$ cat config.mk
export PLATFORM = sky130hd
export DESIGN_NAME = hazard_ctrl
export DESIGN_NICKNAME = d
export VERILOG_FILES = /design/src/rtl/hazard_ctrl.sv
export SDC_FILE = /design/constraint.sdc
export NUM_CORES = 1
export LEC_CHECK = 0
export ABC_CLOCK_PERIOD_IN_PS = 1570
export CAP_MARGIN = 20
export CORE_MARGIN = 3
export CORE_UTILIZATION = 43
export CTS_BUF_LIST = sky130_fd_sc_hd__clkbuf_4 sky130_fd_sc_hd__clkbuf_8
export DETAILED_ROUTE_END_ITERATION = 7
export PLACE_DENSITY = 0.85
export SLEW_MARGIN = 20
export SYNTH_ARGS = -nofsm -noshare
export SYNTH_HDL_FRONTEND = slang
export SYNTH_SLANG_ARGS = --single-unit
$ cat constraint.sdc
create_clock -name clk -period 1.57 [get_ports clk]
set_clock_uncertainty 0.05 [all_clocks]
set_input_delay 0.2355 -clock clk [delete_from_list [all_inputs] [get_ports clk]]
set_output_delay 0.2355 -clock clk [all_outputs]
set_load 0.1 [all_outputs]
$ cat src/rtl/hazard_ctrl.sv
// hazard_ctrl: sole driver of pc_wrt and the IF/ID, ID/EX strobes (load-use stall, branch squash, imem-wait freeze).
// Build option: define HAZ_PERF_CNT_EN to build the saturating stall_count counter; otherwise stall_count is tied to 0.
module hazard_ctrl #(
  parameter int REG_W        = 5,
  parameter int FLUSH_CYCLES = 1,
  parameter int WAIT_MAX     = 15,
  parameter int CNT_W        = 8
) (
  input  logic             clk,
  input  logic             rst,
  input  logic [REG_W-1:0] id_rs,
  input  logic [REG_W-1:0] id_rt,
  input  logic             id_uses_rt,
  input  logic             ex_memread,
  input  logic [REG_W-1:0] ex_rt,
  input  logic             branch_taken,
  input  logic             imem_ready,
  output logic             pc_wrt,
  output logic             ifid_wrt,
  output logic             ifid_flush,
  output logic             idex_bubble,
  output logic             imem_timeout,
  output logic [CNT_W-1:0] stall_count
);

  localparam int                WAIT_W     = $clog2(WAIT_MAX + 1);
  localparam logic [WAIT_W-1:0] WAIT_LAST  = WAIT_W'(WAIT_MAX);
  localparam logic [WAIT_W-1:0] WAIT_ONE   = WAIT_W'(1);
  localparam logic [WAIT_W-1:0] WAIT_ZERO  = {WAIT_W{1'b0}};
  localparam logic [1:0]        FLUSH_INIT = 2'(FLUSH_CYCLES - 1);

  typedef enum logic [1:0] {
    ST_RUN   = 2'd0,
    ST_FLUSH = 2'd1,
    ST_WAIT  = 2'd2
  } state_t;

  state_t            state_r;
  state_t            state_nxt;
  logic [1:0]        flush_cnt_r;
  logic [1:0]        flush_nxt;
  logic [WAIT_W-1:0] wait_cnt_r;
  logic [WAIT_W-1:0] wait_nxt;
  logic              br_pend_r;
  logic              pend_nxt;
  logic              imem_timeout_r;
  logic              tmo_set_s;
  logic              run_eval_s;
  logic              load_use_s;
  logic              pc_wrt_s;
  logic              ifid_wrt_s;
  logic              ifid_flush_s;
  logic              idex_bubble_s;

  function automatic logic is_load_use(
    input logic             memread,
    input logic [REG_W-1:0] rt_ex,
    input logic [REG_W-1:0] rs_id,
    input logic [REG_W-1:0] rt_id,
    input logic             uses_rt
  );
    return memread & (rt_ex != {REG_W{1'b0}}) &
           ((rt_ex == rs_id) | (uses_rt & (rt_ex == rt_id)));
  endfunction

  function automatic logic [WAIT_W-1:0] wait_inc(input logic [WAIT_W-1:0] cnt);
    if (cnt >= WAIT_LAST) begin
      return WAIT_LAST;
    end else begin
      return cnt + WAIT_ONE;
    end
  endfunction

  assign load_use_s = is_load_use(ex_memread, ex_rt, id_rs, id_rt, id_uses_rt);

  // Next-state and Mealy strobes; FLUSH and WAIT-not-ready are resolved here, RUN rules below.
  always_comb begin
    state_nxt     = state_r;
    flush_nxt     = flush_cnt_r;
    wait_nxt      = wait_cnt_r;
    pend_nxt      = br_pend_r;
    tmo_set_s     = 1'b0;
    run_eval_s    = 1'b0;
    pc_wrt_s      = 1'b1;
    ifid_wrt_s    = 1'b1;
    ifid_flush_s  = 1'b0;
    idex_bubble_s = 1'b0;

    case (state_r)
      ST_FLUSH: begin
        ifid_flush_s  = 1'b1;
        idex_bubble_s = 1'b1;
        flush_nxt     = flush_cnt_r - 2'd1;
        if (flush_cnt_r > 2'd1) begin
          state_nxt = ST_FLUSH;
        end else begin
          state_nxt = ST_RUN;
        end
      end
      ST_WAIT: begin
        if (!imem_ready) begin
          // A branch resolved mid-wait squashes now and is replayed on the ready cycle.
          pc_wrt_s      = 1'b0;
          ifid_wrt_s    = 1'b0;
          ifid_flush_s  = branch_taken;
          idex_bubble_s = 1'b1;
          pend_nxt      = br_pend_r | branch_taken;
          wait_nxt      = wait_inc(wait_cnt_r);
          tmo_set_s     = (wait_inc(wait_cnt_r) == WAIT_LAST);
        end else begin
          run_eval_s = 1'b1;
        end
      end
      ST_RUN: begin
        run_eval_s = 1'b1;
      end
      default: begin
        pc_wrt_s      = 1'b0;
        ifid_wrt_s    = 1'b0;
        ifid_flush_s  = 1'b1;
        idex_bubble_s = 1'b1;
        state_nxt     = ST_RUN;
        flush_nxt     = 2'd0;
        wait_nxt      = WAIT_ZERO;
        pend_nxt      = 1'b0;
      end
    endcase

    if (run_eval_s) begin
      pend_nxt = 1'b0;
      wait_nxt = WAIT_ZERO;
      if (branch_taken | br_pend_r) begin
        ifid_flush_s  = 1'b1;
        idex_bubble_s = 1'b1;
        if (FLUSH_CYCLES > 1) begin
          state_nxt = ST_FLUSH;
          flush_nxt = FLUSH_INIT;
        end else begin
          state_nxt = ST_RUN;
          flush_nxt = 2'd0;
        end
      end else if (!imem_ready) begin
        pc_wrt_s      = 1'b0;
        ifid_wrt_s    = 1'b0;
        idex_bubble_s = 1'b1;
        state_nxt     = ST_WAIT;
        wait_nxt      = WAIT_ONE;
        tmo_set_s     = (WAIT_ONE == WAIT_LAST);
      end else if (load_use_s) begin
        // One bubble suffices: it clears ex_memread on the following cycle.
        pc_wrt_s      = 1'b0;
        ifid_wrt_s    = 1'b0;
        idex_bubble_s = 1'b1;
        state_nxt     = ST_RUN;
      end else begin
        state_nxt = ST_RUN;
      end
    end else begin
      run_eval_s = 1'b0;
    end
  end

  // State, counters and sticky timeout flag.
  always_ff @(posedge clk or negedge rst) begin
    if (!rst) begin
      state_r        <= ST_RUN;
      flush_cnt_r    <= 2'd0;
      wait_cnt_r     <= WAIT_ZERO;
      br_pend_r      <= 1'b0;
      imem_timeout_r <= 1'b0;
    end else begin
      state_r        <= state_nxt;
      flush_cnt_r    <= flush_nxt;
      wait_cnt_r     <= wait_nxt;
      br_pend_r      <= pend_nxt;
      imem_timeout_r <= imem_timeout_r | tmo_set_s;
    end
  end

  // Reset forces the front end to hold and squash regardless of state.
  assign pc_wrt       = rst & pc_wrt_s;
  assign ifid_wrt     = rst & ifid_wrt_s;
  assign ifid_flush   = ~rst | ifid_flush_s;
  assign idex_bubble  = ~rst | idex_bubble_s;
  assign imem_timeout = imem_timeout_r;

`ifdef HAZ_PERF_CNT_EN
  localparam logic [CNT_W-1:0] CNT_MAX = {CNT_W{1'b1}};
  localparam logic [CNT_W-1:0] CNT_ONE = CNT_W'(1);
  logic [CNT_W-1:0] stall_cnt_r;

  // Saturating count of post-reset cycles in which the PC is held.
  always_ff @(posedge clk or negedge rst) begin
    if (!rst) begin
      stall_cnt_r <= {CNT_W{1'b0}};
    end else if (!pc_wrt_s && (stall_cnt_r != CNT_MAX)) begin
      stall_cnt_r <= stall_cnt_r + CNT_ONE;
    end else begin
      stall_cnt_r <= stall_cnt_r;
    end
  end

  assign stall_count = stall_cnt_r;
`else
  assign stall_count = {CNT_W{1'b0}};
`endif

endmodule
==> metrics.md, run 1 <==
| Metric | Value |
|---|---|
| Pwr/cell area | 682 mW/mm^2 |
| Yosys warnings | 0 |
| R2R Setup Slk | 0.06 ns |
| Fin nets | 156 |
| Grt ovf | 0 |
| 1st-pass router iterations | 4 |
| RSZ-0062 raised after global routing | true |
| Fin cells | 156 |
| CP startpoint kind | flip-flop |
| Top Ports | 34 |
| Endpoints failing setup | 4 |
| CTS root buffer | clkbuf_4 |
| Count of final max-slew check failures | 0 |
| CTS Sinks | 10 |
| Yosys reg bits | 10 |
| Synth cell types | 33 |
| WHS Path Cells | 4 |
| Via Count | 768 |
| Vias in the first global route | 688 |
| Area leader, netlist | dfrtp_1 |
| CP Data Arrival Time | 1.50 ns |
| Max_cap viols | 0 |
| Largest net degree at the start of global routing | 13 |
| DR DRC count | 0 |
| Fillers | 108 |
| Hold EP | state_r[1]$_DFFE_PN0P_ |
| Synth area leaders | dfrtp_1 (33%), xnor2_1 (11%), buf_4 (8.8%) |
| Initial antenna violation count | 0 |
| Total wire length | 2.08 mm |
| Worst R2R Start | state_r[0]$_DFFE_PN0P_ |
| Area growth syn-to-layout | 61.6% |
| Core area | 0.00159 mm^2 |
| First-pass GRT wire length | 3.04 mm |
| Average size of a mapped cell | 8.54 um^2 |
| DR WL/cell | 13.3 um |
| R2R cell count | 6 |
| Placed insts | 145 |
| Clock Path Buffers | 2 |
| Num CTS Buffers | 3 |
| Worst path required time | 1.28 ns |
| Status | finished, violations left |
| Initial core utilization | 48.2% |
| WS Path Type | flip-flop to output pin |
| Die height | 48.3 um |
| Power, Total | 846 uW |
| Initial DRC Count | 5 |
| I/O Buffers | 25 |
| Reg2reg end | flush_cnt_r[0]$_DFF_PN0_ |
| TritonCTS clock tree | built |
| Critical hold path startpoint | imem_ready |
| Total die area | 0.00233 mm^2 |
| Std-Cell Rows | 14 |
| Die Width | 48.3 um |
| Final GP Congestion | 0.776 |
| Hold crit path type | input port to flip-flop |
| Area of the multi-input gates | 494 um^2 |
| Post-detail-place hpwl | 1.63 mm |
| Final ANT Viol Nets | 0 |
| Total track usage | 19.4% |
| Final Hold Viols | 0 |
| Peak VDD IR | 0.000653 V |
| Yosys top cell area share | 32.6% |
| CP max FO | 8 |
| # diodes | 0 |
| Gate Count Post-Synth | 90 |
| Worst hold slack | 0.342 ns |
| Tcrit/Tclk final | 114% |
| Clk Latency, worst-skew pair | 0.26 ns |
| Min Tclk post-route | 1.79 ns |
| Slack of the critical path | -0.218 ns |
| Synth Cell Area | 768 um^2 |
| CP endpoint kind | output pin |
| Worst-path clk slew | 0.07 ns |
| FMAX | 559 MHz |
| Failing checks | negative setup slack |
| Layout cell share with drive strength beyond 1 | 28.8% |
| H-Tree Depth | 1 |
| Sequential share of the synthesized area | 32.6% |
| LEAKAGE | 0.582 nW |
| FF+latch area | 251 um^2 |
| Vias per inst | 4.92 |
cells in the final DEF, fill, tap and decap left out, drive strengths merged, types with 4 or more instances in the layout:
cell	n
nand2	11
o21ai	4
inv	4
dlygate4sd2	16
conb	8
buf	22
xnor2	10
nor2	5
dfrtp	10
clkbuf	4
nor3	4
cells by family (layout without fill, tap and decap cells):
logic type / after synthesis / count (layout) / synth area share [%]
adders and majority gates: 2 / 2 / 3.26
and+or+nand+nor: 32 / 32 / 21.5
other: 1 / 8 / 0.488
DFF: 10 / 10 / 32.6
buffers and inverters: 15 / 50 / 11.9
xor gates and xnor gates: 10 / 10 / 11.4
muxes: 1 / 1 / 1.30
AOI/OAI and AO/OA: 19 / 19 / 17.6
worst max-delay path, cell delays in order, from the launching register on:
cell,delay (ns)
dfrtp_1,0.39
buf_4,0.14
buf_6,0.12
a2111o_1,0.39
buf_12,0.19
stage by stage:
stage                     setup WS [ns]  utilization (%)  instance area (um^2)  TNS [ns]
final                            -0.218             77.9                  1240    -0.852
after global routing             -0.295             77.9                  1240     -1.09
after CTS                        -0.200             74.3                  1180    -0.741
after detailed placement         -0.365             71.2                  1130     -1.28
after global placement           -0.326             71.2                  1130     -1.20
after floorplan                  -0.333                -                   820    -0.450
repair_timing:
item	in CTS	in global routing
endpoints found under the setup margin	4	4
hold buffers	0	0
resized for setup	20	6
buffers inserted	2	5
pin swaps	11	4
worst max path at each step:
stage / endpoint / startpoint / cells after the start / slack (ns)
after floorplan: pc_wrt / br_pend_r$_DFFE_PN0P_ / 5 / -0.33
after global placement: ifid_wrt / ex_rt[0] / 6 / -0.33
after detailed placement: pc_wrt / ex_rt[0] / 7 / -0.36
after CTS: pc_wrt / br_pend_r$_DFFE_PN0P_ / 5 / -0.20
after global routing: ifid_wrt / state_r[1]$_DFFE_PN0P_ / 4 / -0.29
final: ifid_flush / state_r[0]$_DFFE_PN0P_ / 4 / -0.22
area by class of cell:
| type | instances | area share [%] |
|---|---|---|
| Multi-Input combinational cell | 72 | 39.8 |
| Sequential cell | 10 | 20.3 |
| Inverter | 4 | 1.21 |
| Tap cell | 24 | 2.42 |
| Clock buffer | 4 | 2.92 |
| Timing Repair Buffer | 42 | 33.4 |
power by group:
part | switching (mW) | internal, mW
registers | 0.00999 | 0.266
logic | 0.214 | 0.120
clock network | 0.0954 | 0.141
total | 0.320 | 0.527
synth_stat cells, drive strengths merged:
library cell / instances
a2111o: 1
a2111oi: 1
a21o: 2
a21oi: 3
a31o: 1
a31oi: 1
and3: 1
and4b: 1
buf: 10
clkbuf: 1
conb: 1
dfrtp: 10
ha: 2
inv: 4
mux2i: 1
nand2: 11
nand2b: 1
nand3: 3
nand3b: 1
nand4: 1
nand4b: 1
nor2: 5
nor2b: 2
nor3: 4
nor3b: 1
o21a: 1
o21ai: 4
o22ai: 2
o31ai: 2
o41ai: 1
xnor2: 10
routing by layer:
layer  part of all wire, %  vias up  track usage [%]
met5                     0        -                0
met4                   3.0        0             10.8
met3                   5.3        8             4.80
li1                      -      382                -
met1                    43      353             22.3
met2                    49       25             32.6
flip-flops by register name, indices dropped and copies added (netlist names):
register	flops
br_pend_r	1
flush_cnt_r	2
imem_timeout	1
wait_cnt_r	4
state_r	2
Note: power is estimated with default switching activity, not from simulation.
==> run 2: changes to the inputs <==
ABC_AREA = 1   (was default)
CORE_UTILIZATION = 44   (was 43)
PLACE_DENSITY = 0.82   (was 0.85)
==> run 2 against run 1 <==
Against the previous run:
- final area grew 0.40%
- synthesized area grew 8.1%
- combinational power grew 8.1%
- non-clock buffer count shrank 7
- clock-buffer cell count shrank 1
- total power shrank 4.7%
- the run still ends with negative setup slack left
- highest routed layer is now met3
- sequential share of layout area is essentially flat
==> metrics.md, run 2 <==
| Metric | Value |
|---|---|
| Largest Register | wait_cnt_r |
| Die height | 49.5 um (+2.5%) |
| Post-synth EDFFs | 0 (unchanged) |
| Num CTS Buffers | 3 (unchanged) |
| FF+latch area | 253 um^2 (+0.50%) |
| Total die area | 0.00245 mm^2 (+5.0%) |
| Crit-path cells | inv_2 > nand3_4 > inv_4 > nor3_4 > buf_6 > a21oi_4 > buf_12 |
| First-pass GRT wire length | 3.44 mm (+13%) |
| Total track usage | 18.1% (-1.3 points) |
| H-Tree Depth | 1 (unchanged) |
| Clk Latency, worst-skew pair | 0.26 ns (about the same) |
| LEAKAGE | 0.713 nW (+23%) |
| Synth cell types | 22 (-33%) |
| Endpoints failing setup | 4 (unchanged) |
| Hold crit path type | input port to async pin |
| Via Count | 867 (+13%) |
| WS Path Type | flip-flop to output pin |
| Initial antenna violation count | 0 (unchanged) |
| CP max-delay cell | dfrtp_2 |
| R2R cell count | 8 (+2) |
| Grt ovf | 0 (unchanged) |
| CTS Sinks | 10 (unchanged) |
| Worst R2R Start | state_r[0]$_DFFE_PN0P_ |
| Final ANT Viol Nets | 0 (unchanged) |
| Layout cell share with drive strength beyond 1 | 22.9% (-5.9 points) |
| CP startpoint kind | flip-flop |
| Most frequent cells in the layout | nand2_1 (41), inv_1 (19), dlygate4sd2_1 (14) |
| Top-count cell post-synth | nand2_1 |
| Yosys warnings | 0 (unchanged) |
| Post-detail-place hpwl | 1.65 mm (+1.4%) |
| Worst path required time | 1.28 ns (about the same) |
| Status | finished, violations left |
| Slack of the critical path | -0.187 ns (+0.0310 ns) |
| Total wire length | 2.04 mm (-1.8%) |
| Final Hold Viols | 0 (unchanged) |
| Pwr/cell area | 647 mW/mm^2 (-5.1%) |
| Worst-path clk slew | 0.06 ns (about the same) |
| Most common library cells after synthesis | nand2_1 (43), inv_1 (22), dfrtp_1 (10) |
| Reg2reg end | flush_cnt_r[0]$_DFF_PN0_ |
| Clock Path Buffers | 2 (unchanged) |
| Area growth syn-to-layout | 50.0% |
| Power, Total | 807 uW (-4.7%) |
| I/O Buffers | 25 (unchanged) |
| DR DRC count | 0 (unchanged) |
| Yosys top cell area share | 30.1% (-2.5 points) |
| Slowest stage delay, CP | 0.44 ns (+0.05 ns) |
| Fin area | 0.00125 mm^2 (+0.40%) |
| Crit. Startpoint | state_r[0]$_DFFE_PN0P_ |
| Synth Cell Area | 831 um^2 (+8.1%) |
| CP max FO | 3 (-5) |
| Core area | 0.00175 mm^2 (+9.5%) |
| Max reg flops | 4 (unchanged) |
| Failing checks | negative setup slack |
| Sequential share of the synthesized area | 30.1% (-2.5 points) |
| Vias per inst | 4.54 (-7.8%) |
| Peak VDD IR | 0.000492 V (-25%) |
| Main flop type after synthesis | dfrtp_1 |
| Fin nets | 191 (+22%) |
| CTS root buffer | clkbuf_4 |
| DR WL/cell | 10.7 um (-20%) |
| CP Data Arrival Time | 1.47 ns (-0.03 ns) |
| Top Ports | 34 (unchanged) |
| Fin cells | 191 (+22%) |
| 1st-pass router iterations | 4 (unchanged) |
| Die Width | 49.5 um (+2.5%) |
| RSZ-0062 raised after global routing | true |
| Synth async-reset ratio | 100% (unchanged) |
| Yosys reg bits | 10 (unchanged) |
| Commonest non-fill, non-tap cell in the layout | nand2_1 |
| Biggest regs | wait_cnt_r x4, flush_cnt_r x2, state_r x2 |
| Area leader, netlist | dfrtp_1 |
| Area of the multi-input gates | 458 um^2 (-7.3%) |
| TritonCTS clock tree | built |
| Average size of a mapped cell | 6.39 um^2 (-25%) |
| Std-Cell Rows | 15 (+1) |
| Initial core utilization | 47.6% (-0.60 points) |
| Fillers | 148 (+37%) |
| Total Neg Setup Slack | -0.700 ns (+0.152 ns) |
| Worst hold slack | 0.0251 ns (-0.317 ns) |
| Vias in the first global route | 822 (+19%) |
| Count of final max-slew check failures | 0 (unchanged) |
| Final GP Congestion | 0.814 (+5.0%) |
| Placed insts | 185 (+28%) |
| # diodes | 0 (unchanged) |
| Initial DRC Count | 25 (+20) |
| Placed inst area | 0.00119 mm^2 (+5.2%) |
| Synth area leaders | dfrtp_1 (30%), nand2_1 (19%), inv_1 (9.9%) |
| Gate Count Post-Synth | 130 (+44%) |
| CP endpoint kind | output pin |
| End point of the critical path | pc_wrt |
| R2R Setup Slk | 0.27 ns (+0.21 ns) |
| Min Tclk post-route | 1.76 ns (-0.0310 ns) |
| Largest net degree at the start of global routing | 12 (-1) |
| Max_cap viols | 0 (unchanged) |
| FMAX | 569 MHz (+1.8%) |
| Tcrit/Tclk final | 112% (-2.0 points) |
-- run 2: cell count changes after synthesis, moves of 3 or more --
| cell | change |
|---|---|
| nand3_1 | +3 |
| inv_2 | +7 |
| inv_1 | +18 |
| nand2_1 | +32 |
| nor2_1 | +4 |
| xnor2_1 | -9 |
-- run 2: where the power goes --
group	switching, mW	leakage [nW]	total (mW)	internal, mW
clock network	0.0799	0.0138	0.168	0.0882
registers	0.0110	0.134	0.278	0.267
logic	0.244	0.566	0.361	0.117
total	0.335	0.713	0.807	0.472
-- run 2: worst min path at each step --
stage                                    end                startpoint  cells after the start
finish                imem_timeout$_DFF_PN0_                       rst                      2
global route        flush_cnt_r[0]$_DFF_PN0_                       rst                      2
CTS                 flush_cnt_r[0]$_DFF_PN0_                       rst                      2
detailed placement     br_pend_r$_DFFE_PN0P_     br_pend_r$_DFFE_PN0P_                      2
global placement      state_r[0]$_DFFE_PN0P_  flush_cnt_r[1]$_DFF_PN0_                      2
floorplan              br_pend_r$_DFFE_PN0P_                       rst                      0
-- run 2: cell families (layout without fill, tap and decap cells) --
group,after synthesis,count (layout),share of synthesized area [%]
flip-flops,10,10,30.1
AO/OA/AOI/OAI,12,12,8.58
AND/OR/NAND/NOR,66,66,35.5
adder cells (fa/ha/maj),2,2,3.01
buffers and inverters,38,67,21.2
XOR/XNOR,1,1,1.05
other,1,8,0.451
-- run 2: stage by stage --
step	setup WS (ns)	util, %
CTS	-0.216	70.6
detailed placement	-0.450	68.4
finish	-0.187	71.4
global placement	-0.360	68.4
global route	-0.266	71.4
floorplan	-0.469	-
-- run 2: layout make-up --
type	instances	share of cell area, %
multi-input combinational	89	36.7
timing repair buffer	35	29.7
sequential	10	20.3
inverter	29	8.94
tap	25	2.51
clock buffer	3	1.81
-- run 2: what timing repair did --
| item | in CTS | in global routing |
|---|---|---|
| hold endpoints to repair | 0 | 0 |
| resized for setup | 24 | 8 |
| setup buffers | 3 | 0 |
| hold buffers | 0 | 0 |
| setup endpoints to repair | 4 | 4 |
| pin swaps | 12 | 11 |
-- run 2: critical path: cells and delay by family, from the launching register on --
family,cells,cell delay [ns]
and+or+nand+nor,2,0.12
DFF,1,0.44
AOI/OAI and AO/OA,1,0.18
buffers and inverters,4,0.47
-- run 2: per-layer routing --
metal	vias up	global-route usage, %	share of wire [%]
met5	-	0	0
met4	0	1.38	0
met3	0	6.04	5.0
met2	23	33.0	53
met1	390	21.2	42
li1	454	-	-
